File: src/rtl/tdm_demux_16ch.sv
`timescale 1ns/1ps
`default_nettype none
// ============================================================================
// Module   : tdm_demux_16ch
// Purpose  : Time-division demultiplexer. Collects one serial bit per valid
//            cycle, steers it to its slot position and publishes the rebuilt
//            16-bit frame on a registered parallel output with a one-cycle
//            valid pulse. Frame alignment is tracked by a frame-start marker
//            on slot 0. Early or missing markers are reported as sync errors.
// Ports    : clk         - single clock, rising edge
//            rst         - asynchronous active-high reset
//            in          - serial data bit for the current slot
//            in_valid    - in carries a bit this cycle
//            frame_start - marks the current bit as slot 0 (needs in_valid)
//            out         - last complete frame, out[k] = bit of slot k
//            out_valid   - one-cycle pulse when out updates
//            sel         - slot index for the next valid bit (0 while hunting)
//            locked      - high while aligned (RUN)
//            sync_err    - one-cycle pulse on an alignment violation
//            frame_cnt   - completed-frame counter, wraps
// Revision : 1.0 - initial release
// ============================================================================
module tdm_demux_16ch #(
    parameter int N   = 16,
    parameter int SW  = 4,
    parameter int FCW = 8
) (
    input  logic           clk,
    input  logic           rst,
    input  logic           in,
    input  logic           in_valid,
    input  logic           frame_start,
    output logic [N-1:0]   out,
    output logic           out_valid,
    output logic [SW-1:0]  sel,
    output logic           locked,
    output logic           sync_err,
    output logic [FCW-1:0] frame_cnt
);

    typedef enum logic [0:0] {
        ST_HUNT = 1'b0,
        ST_RUN  = 1'b1
    } state_t;

    localparam logic [SW-1:0]  C_LAST_SLOT = SW'(N - 1);
    localparam logic [SW-1:0]  C_SLOT_ONE  = SW'(1);
    localparam logic [FCW-1:0] C_FC_ONE    = FCW'(1);

    state_t         r_state;
    state_t         w_state_nxt;
    logic [SW-1:0]  r_cnt;
    logic [SW-1:0]  w_cnt_nxt;
    // Slots 0..N-2 only; the last slot bit goes straight into the output.
    logic [N-2:0]   r_cap;
    logic [N-2:0]   w_cap_nxt;
    logic [N-1:0]   r_out;
    logic [N-1:0]   w_out_nxt;
    logic           r_out_valid;
    logic           w_out_valid_nxt;
    logic           r_sync_err;
    logic           w_sync_err_nxt;
    logic [FCW-1:0] r_frame_cnt;
    logic [FCW-1:0] w_frame_cnt_nxt;

    always_ff @(posedge clk or posedge rst) begin
        if (rst) begin
            r_state     <= ST_HUNT;
            r_cnt       <= '0;
            r_cap       <= '0;
            r_out       <= '0;
            r_out_valid <= 1'b0;
            r_sync_err  <= 1'b0;
            r_frame_cnt <= '0;
        end else begin
            r_state     <= w_state_nxt;
            r_cnt       <= w_cnt_nxt;
            r_cap       <= w_cap_nxt;
            r_out       <= w_out_nxt;
            r_out_valid <= w_out_valid_nxt;
            r_sync_err  <= w_sync_err_nxt;
            r_frame_cnt <= w_frame_cnt_nxt;
        end
    end

    always_comb begin
        w_state_nxt     = r_state;
        w_cnt_nxt       = r_cnt;
        w_cap_nxt       = r_cap;
        w_out_nxt       = r_out;
        w_out_valid_nxt = 1'b0;
        w_sync_err_nxt  = 1'b0;
        w_frame_cnt_nxt = r_frame_cnt;

        if (in_valid) begin
            case (r_state)
                ST_HUNT: begin
                    // Anything before the first marker is dropped silently.
                    if (frame_start) begin
                        w_cap_nxt[0] = in;
                        w_cnt_nxt    = C_SLOT_ONE;
                        w_state_nxt  = ST_RUN;
                    end
                end
                ST_RUN: begin
                    if (frame_start) begin
                        // A marker mid-frame means we slipped; restart the
                        // frame on this bit and drop the partial one.
                        if (r_cnt != '0) begin
                            w_sync_err_nxt = 1'b1;
                        end
                        w_cap_nxt[0] = in;
                        w_cnt_nxt    = C_SLOT_ONE;
                    end else if (r_cnt == '0) begin
                        // Slot 0 arrived without its marker: alignment lost.
                        w_sync_err_nxt = 1'b1;
                        w_state_nxt    = ST_HUNT;
                    end else if (r_cnt == C_LAST_SLOT) begin
                        w_out_nxt       = {in, r_cap};
                        w_out_valid_nxt = 1'b1;
                        w_frame_cnt_nxt = r_frame_cnt + C_FC_ONE;
                        w_cnt_nxt       = '0;
                    end else begin
                        w_cap_nxt[r_cnt] = in;
                        w_cnt_nxt        = r_cnt + C_SLOT_ONE;
                    end
                end
                default: begin
                    w_state_nxt = ST_HUNT;
                    w_cnt_nxt   = '0;
                end
            endcase
        end
    end

    // The counter is forced to 0 whenever RUN is left, so it doubles as sel.
    assign out       = r_out;
    assign out_valid = r_out_valid;
    assign sel       = r_cnt;
    assign locked    = (r_state == ST_RUN);
    assign sync_err  = r_sync_err;
    assign frame_cnt = r_frame_cnt;

endmodule
`default_nettype wire

File: config.mk
export PLATFORM = sky130hd
export DESIGN_NAME = tdm_demux_16ch
export DESIGN_NICKNAME = d
export VERILOG_FILES = /design/src/rtl/tdm_demux_16ch.sv
export SDC_FILE = /design/constraint.sdc
export NUM_CORES = 1
export LEC_CHECK = 0
export CORE_UTILIZATION = 56
export DETAILED_ROUTE_END_ITERATION = 10
export GPL_TIMING_DRIVEN = 0
export HOLD_SLACK_MARGIN = 0.15
export PLACE_DENSITY = 0.89
export SETUP_SLACK_MARGIN = 0.02
export SYNTH_ARGS = -nofsm -noshare
export SYNTH_HDL_FRONTEND = slang
export SYNTH_SLANG_ARGS = --single-unit
File: constraint.sdc
create_clock -name clk -period 4.27 [get_ports clk]
set_input_delay 1.281 -clock clk [delete_from_list [all_inputs] [get_ports clk]]
set_output_delay 1.281 -clock clk [all_outputs]
set_load 0.005 [all_outputs]
After elaboration in Yosys (flattened, before gate mapping). Index checks and enable logic that the tools add are counted.

Word-level logic and storage cells: 54. Input bits: 5. Output and inout port bits: 31. Bits in registers: 46.

Reductions and logical operators: 7. $lt $le $gt $ge: 2. Muxes and demuxes: 27. Equal/unequal tests: 4. Bitwise gates (word level): 4. $add $sub $neg: 2.

Operators with widths (count): two-way mux 1 bit (18); two-way mux 4 bit (4); bitwise mux 15 bit (1); AND reduction 5 bit (2); adder 8 x 1 -> 8 bit, second input constant (1); case mux 4 bit (2 select lines) (1); != test 3 bit, second input constant (2); less-than comparator 4 x 5 -> 1 bit, second input constant (1); adder 4 x 1 -> 4 bit, second input constant (1); demux 1 bit (select 4 bit) (1); == test 4 bit, second input constant (1); greater-or-equal comparator 4 x 1 -> 1 bit, second input constant (1); logical NOT 4 bit (1); NOT 1 bit (4); case mux 1 bit (2 select lines) (2); AND reduction 4 bit (1); nonzero test 4 bit (1); AND reduction 3 bit (1); != test 2 bit, second input constant (1); logical AND 1 bit (1).

Logic depth before layout (Yosys ltp). Gate-level depths: netlist (run 1).

Depth after elaboration: 9. Mapped depth: 6. Gate-level depth less buffers: 5.

Least setup slack after synthesis (run 1). Ideal clock, no wire load.

Path type: input -> register. From: input frame_start. To: register r_out[0], in the netlist out[0]. Arrival time: 2.274 ns. Path buffers: 3. Stages: 6. Data required time: 4.145 ns. Path slack: 1.871 ns. Library setup time: 0.125 ns. Cells stage by stage: and3b_1 buf_6 and2_4 buf_6 buf_12 mux2_4.

Longest elaborated chain between the ends: 2.

Ends and longest elaborated chain: start, declared (line 32) `input logic frame_start,`; NOT 1 bit (no line); AND reduction 5 bit (no line); end signal, assigned (line 79) `r_out <= w_out_nxt;`; end, declared (line 57) `logic [N-1:0] r_out;`.

Every way passes these cells. A chain may end at the register's enable or synchronous reset.

Worst setup path after layout (run 1).
From: input frame_start. To: register r_cnt[0], in the netlist sel[0].

Longest elaborated chain between the ends: 2. Elaborated cells on any way between the ends: 5. Classes of those cells: eq/ne (2); mux (2); reduce/logical (1).

Ends and longest elaborated chain: != test 3 bit (no line) (tied with other cells); AND reduction 3 bit (no line) / case mux 4 bit (2 select lines) (equally long branches); end signal, assigned (line 77) `r_cnt <= w_cnt_nxt;`; end, declared (line 52) `logic [SW-1:0] r_cnt;`.

Parallel ways exist; a longest one is shown, timed or not.

==> flow_metrics.py, run 1 <==
metrics = {
    "drt": {
        "avgRoutedWirePerCell_um": 15.5,
        "drt_iter0_drc": 73,
        "via_count": 1462,
        "via_per_inst": 5.62,
        "dr.pass1.iters": 4,
        "postRouteAntennaNets": 0,
        "drt_wl_total_um": 4040,
        "drc_errors": 0,
    },
    "floorplan": {
        "start_util_pct": 58.5,
        "die-area_um2": 4080,
        "io_pins": 36,
        "die_y_um": 63.9,
        "fp-row-count": 22,
        "die_x_um": 63.9,
        "core_area_um2": 3660,
    },
    "cells_and_area": {
        "fin_area_um2": 2660,
        "regArea_um2": 1150,
        "fillers": 246,
        "diodes": 0,
        "area_growth_pct": 24.3,
        "drive_above_1_share_pct": 24.1,
        "multi_input_area_um2": 891,
        "fin_nets": 222,
    },
    "worst_setup_path": {
        "crit_chain": "clkdlybuf4s50_1, clkbuf_1, inv_1, a31oi_1, mux2_2",
        "cp-startpoint": "frame_start",
        "worstPathMaxFanout": 10,
        "critPathArrivalTime_ns": 2.97,
        "critPathBufInv": 3,
        "worst_setup_path_end_kind": "register",
        "critPathKind": "in -> reg",
        "r2r_start": "sel[0]$_DFFE_PP0P_",
        "cp_slowest_cell": "clkdlybuf4s50_1",
        "worst_setup_path_start_kind": "input port",
        "required_ns": 4.46,
        "critPathMaxStageDelay_ns": 0.53,
        "cp_top_family": "buffers and inverters",
    },
    "clock_tree": {
        "postCtsSetupBuffers": 0,
        "hold_buffers": 0,
        "cts_buffers": 5,
        "cts_sinks": 46,
        "clockBufferDepth": 2,
        "ctsResizeCount": 0,
        "cts_tree": "yes",
        "path_clk_slew_ns": 0.08,
        "htree_num_levels": 2,
        "clockRootBuffer": "clkbuf_8",
        "clk_latency_ns": 0.30,
    },
    "sta": {
        "fin_crit_sh_pct": 65.1,
        "hold-worst-slack_ns": 0.468,
        "fin_skew_ns": 0.00494,
        "setup_viol": 0,
        "slew_headroom_pct": 40.1,
        "fin_setup_tns_ns": 0,
        "timing.fmax_mhz": 360,
        "timing_worst_slew_pin_value_ns": 0.897,
        "grt_setup_unrepaired": "false",
        "timing.final.crit_period_ns": 2.78,
        "report.final.hold_viol_count": 0,
        "drv_slew": 0,
    },
    "synth": {
        "synth_cells": 169,
        "syn-num-nets": 180,
        "yosys_warnings": 0,
        "synth.ff_latch_count": 46,
        "avgSynthCellArea_um2": 12.7,
        "yosysSeqAreaShare_pct": 53.7,
        "netlist_area_um2": 2140,
        "ys_types": 33,
    },
    "power": {
        "peakVddDrop_v": 0.000359,
        "p_total_mw": 1.23,
        "cellPowerDensity_nw_per_um2": 461,
        "leakagePower_nw": 1.20,
    },
    "grt": {
        "grt_antenna_before_repair": 0,
        "grt_pass1_wl_um": 7020,
        "grt_max_degree": 47,
        "grt_pass1_vias": 1513,
        "overflow": 0,
        "grt_usage_pct": 22.5,
    },
    "hold_path": {
        "hold_path.class": "reg -> reg",
        "worstHoldStart": "frame_cnt[7]$_DFFE_PP0P_",
    },
    "outcome": {
        "outcome": "finished clean",
    },
    "placement": {
        "io_buffers": 35,
        "placed_area_um2": 2550,
        "dp_hpwl_um": 2880,
        "gp_congestion": 0.874,
    },
    "job": {
        "maxCapViolCount": 0,
    },
}
-- path summary, 6_finish.rpt --
check                                           end  cells after the start  slack, ns
setup reg to reg                 out[4]$_DFFE_PP0P_                      6       2.46
setup / recovery                 sel[0]$_DFFE_PP0P_                      5       1.49
hold / removal             frame_cnt[7]$_DFFE_PP0P_                      1       0.47
max in group asynchronous  frame_cnt[5]$_DFFE_PP0P_                      2       2.22
min in group asynchronous        out[5]$_DFFE_PP0P_                      2       1.49
hold reg to reg            frame_cnt[7]$_DFFE_PP0P_                      1       0.47
-- registers in the layout (all words and copies together), names as in the netlist --
register,cells
r_cap,15
locked,1
sel,4
frame_cnt,8
out_valid,1
sync_err,1
out,16
-- cells by family after synthesis --
family | Yosys count | share of synthesized area, %
flip-flops | 46 | 53.7
adder cells (fa/ha/maj) | 6 | 3.50
AND/OR/NAND/NOR | 51 | 13.7
AO/OA/AOI/OAI | 8 | 2.34
multiplexers | 34 | 19.2
XOR/XNOR | 7 | 2.86
buffers and inverters | 17 | 4.73
-- through the flow --
stage	cells	util (%)	worst slack, ns
after floorplan	169	-	1.87
after global placement	252	69.8	1.13
after detailed placement	252	69.8	1.20
after CTS	260	72.8	1.53
after global routing	260	72.8	1.41
final	260	72.8	1.49
-- synthesized netlist by cell type, drive strengths merged --
cell	instances	area [µm²]
clkbuf	2	7.51
xnor2	5	43.8
nor3b	1	7.51
a311o	1	10.0
nand3	6	30.0
or4	3	22.5
nand2	7	26.3
nand4	4	25.0
o21ai	2	10.0
nor2	9	33.8
ha	6	75.1
xor2	2	17.5
a31oi	2	12.5
nor3	5	25.0
or3	2	12.5
inv	7	26.3
o211ai	1	7.51
mux2i	1	10.0
mux2	33	402
a21oi	2	10.0
or3b	1	8.76
nand4b	6	52.6
nand2b	2	12.5
and3	1	6.26
nor2b	1	6.26
buf	8	67.6
and2	1	8.76
and3b	1	8.76
dfrtp	46	1150
nor4	1	6.26
-- cell type report --
type                    count  share of cell area (%)
clock buffers               6                    2.72
multi-input cells         106                    33.4
inverters                   7                   0.986
repair buffers             35                    13.2
flip-flops and latches     46                    43.2
well taps                  48                    2.25
plain buffers              10                    2.82
clock inverters             2                    1.41
-- power by group --
part	internal, mW	leakage (nW)	switching, mW	total, mW
registers	0.515	0.621	0.0639	0.579
clock network	0.174	0.0514	0.138	0.313
logic	0.171	0.530	0.165	0.336
total	0.860	1.20	0.367	1.23
-- cells in the final DEF (no fill, tap or decap), drive strengths merged, types with 3 or more instances in the layout --
cell | synthesis | final
buf | 8 | 8
clkbuf | 2 | 8
clkdlybuf4s50 | 0 | 35
dfrtp | 46 | 46
ha | 6 | 6
inv | 7 | 7
mux2 | 33 | 33
nand2 | 7 | 7
nand3 | 6 | 6
nand4 | 4 | 4
nand4b | 6 | 6
nor2 | 9 | 9
nor3 | 5 | 5
or4 | 3 | 3
xnor2 | 5 | 5
-- layer usage --
layer / track usage (%) / part of all wire, % / up-vias
met5: 0 / 0 / -
met4: 10.2 / 2.2 / 0
met3: 5.36 / 5.1 / 10
met2: 36.0 / 49 / 53
met1: 28.9 / 44 / 716
li1: - / - / 683
(Power assumes the default switching activity.)
==> run 2: changes to the inputs <==
--- a/config.mk
+++ b/config.mk
@@ -5,11 +5,11 @@
 export SDC_FILE = /design/constraint.sdc
 export NUM_CORES = 1
 export LEC_CHECK = 0
-export CORE_UTILIZATION = 56
+export CORE_UTILIZATION = 47
 export DETAILED_ROUTE_END_ITERATION = 10
 export GPL_TIMING_DRIVEN = 0
 export HOLD_SLACK_MARGIN = 0.15
-export PLACE_DENSITY = 0.89
+export PLACE_DENSITY = 0.81
 export SETUP_SLACK_MARGIN = 0.02
 export SYNTH_ARGS = -nofsm -noshare
 export SYNTH_HDL_FRONTEND = slang
==> constraint.sdc (replaced) <==
create_clock -name clk -period 2.5 [get_ports clk]
set_input_delay 0.75 -clock clk [delete_from_list [all_inputs] [get_ports clk]]
set_output_delay 0.75 -clock clk [all_outputs]
set_load 0.005 [all_outputs]
==> flow_metrics.py, run 2 (synthesized netlist as in run 1, its figures left out) <==
metrics = {
    "worst_setup_path": {
        "critPathMaxStageDelay_ns": 0.55,
        "critPathKind": "in -> reg",
        "cp_slowest_cell": "clkdlybuf4s50_1",
        "required_ns": 2.69,
        "worstRegToRegCells": 6,
        "critPathArrivalTime_ns": 2.49,
        "worst_setup_path_start_kind": "input port",
        "cp_top_family": "buffers and inverters",
        "crit_chain": "clkdlybuf4s50_1, clkbuf_1, inv_1, a31oi_1, mux2_2",
        "critPathBufInv": 3,
        "worstPathMaxFanout": 10,
        "worst_setup_path_end_kind": "register",
        "worst-path-stages": 5,
    },
    "cells_and_area": {
        "layout_common_cells": "dfrtp_1, clkdlybuf4s50_1, mux2_2",
        "diodes": 0,
        "layout.cells.non_filler": 265,
        "drive_above_1_share_pct": 24.4,
        "fillers": 352,
        "fin_area_um2": 2670,
        "final_common_cell": "dfrtp_1",
        "largest_register_ffs": 16,
        "fin_nets": 223,
        "area_growth_pct": 24.7,
    },
    "floorplan": {
        "io_pins": 36,
        "die-area_um2": 4830,
        "fp-row-count": 24,
        "die_y_um": 69.5,
        "core_area_um2": 4350,
        "start_util_pct": 49.2,
        "die_x_um": 69.5,
    },
    "grt": {
        "grt_pass1_vias": 1405,
        "grt_antenna_before_repair": 0,
        "grt_pass1_wl_um": 7000,
        "overflow": 0,
        "grt_usage_pct": 18.6,
        "grt_max_degree": 25,
    },
    "power": {
        "p_total_mw": 2.00,
        "peakVddDrop_v": 0.000422,
        "cellPowerDensity_nw_per_um2": 747,
        "leakagePower_nw": 1.21,
    },
    "placement": {
        "dp_cells": 257,
        "placed_area_um2": 2590,
        "gp_congestion": 0.847,
        "dp_hpwl_um": 2780,
        "io_buffers": 35,
    },
    "clock_tree": {
        "clk_latency_ns": 0.30,
        "cts_tree": "yes",
        "postCtsSetupBuffers": 0,
        "htree_num_levels": 2,
        "path_clk_slew_ns": 0.08,
        "ctsResizeCount": 0,
        "cts_buffers": 5,
        "clockBufferDepth": 2,
        "hold_buffers": 0,
        "cts_sinks": 46,
        "clockRootBuffer": "clkbuf_8",
    },
    "sta": {
        "timing_worst_slew_pin_value_ns": 0.527,
        "slew_headroom_pct": 64.8,
        "drv_slew": 0,
        "report.final.hold_viol_count": 0,
        "timing.final.crit_period_ns": 2.31,
        "timing.fmax_mhz": 434,
        "fin_skew_ns": 0.00508,
        "fin_crit_sh_pct": 92.3,
        "grt_setup_unrepaired": "false",
        "fin_setup_tns_ns": 0,
        "setup_viol": 0,
    },
    "drt": {
        "via_per_inst": 5.33,
        "drt_wl_total_um": 3880,
        "via_count": 1413,
        "dr.pass1.iters": 4,
        "drt_iter0_drc": 101,
        "avgRoutedWirePerCell_um": 14.7,
        "postRouteAntennaNets": 0,
        "drc_errors": 0,
    },
    "hold_path": {
        "hold_path.class": "reg -> reg",
        "hold_depth": 1,
    },
    "outcome": {
        "outcome": "finished clean",
    },
    "job": {
        "maxCapViolCount": 0,
    },
}
run 2: changes by cell type in the layout (fill, tap and decap cells not counted), sizes merged:
| cell | delta |
|---|---|
| clkinvlp | -1 |
| buf | +1 |
| bufinv | -1 |
| clkinv | +2 |
run 2: metal layers:
layer	part of all wire, %	routed length, µm	GRT usage [%]	vias up
met4	1.0	39	6.12	0
met5	0	0	0	-
met1	47	1830	25.7	688
li1	-	-	-	685
met2	47	1810	28.3	36
met3	5.2	201	5.09	4
run 2: area by class of cell:
class	count	area (µm²)	area share [%]
sequential	46	1150	43.1
multi-input combinational	106	891	33.3
timing repair buffer	36	378	14.1
buffer	10	75.1	2.81
clock buffer	6	72.6	2.72
tap	52	65.1	2.43
inverter	7	26.3	0.983
clock inverter	2	13.8	0.515
run 2: worst paths after layout:
kind                                                from                        to  slack [ns]
worst max-delay path                         frame_start        sel[0]$_DFFE_PP0P_        0.19
worst min-delay path            frame_cnt[7]$_DFFE_PP0P_  frame_cnt[7]$_DFFE_PP0P_        0.47
worst max register to register        sel[0]$_DFFE_PP0P_        out[7]$_DFFE_PP0P_        0.75
worst min register to register  frame_cnt[7]$_DFFE_PP0P_  frame_cnt[7]$_DFFE_PP0P_        0.47
max in group asynchronous                            rst        sel[2]$_DFFE_PP0P_        1.20
min in group asynchronous                            rst        out[2]$_DFFE_PP0P_        0.80
run 2: where the power goes:
part / switching, mW / internal [mW] / leakage, nW
sequential: 0.104 / 0.880 / 0.621
clock: 0.248 / 0.197 / 0.0452
combinational: 0.274 / 0.294 / 0.542
run 2: through the flow:
step	hold slack, ns	setup WS [ns]	util [%]
6_report	0.471	0.194	61.4
5_1_grt	0.498	0.0824	61.4
4_1_cts	0.479	0.218	61.4
3_5_place_dp	0.465	-0.0826	59.4
3_3_place_gp	0.456	-0.234	58.8
2_1_floorplan	0.465	0.632	-
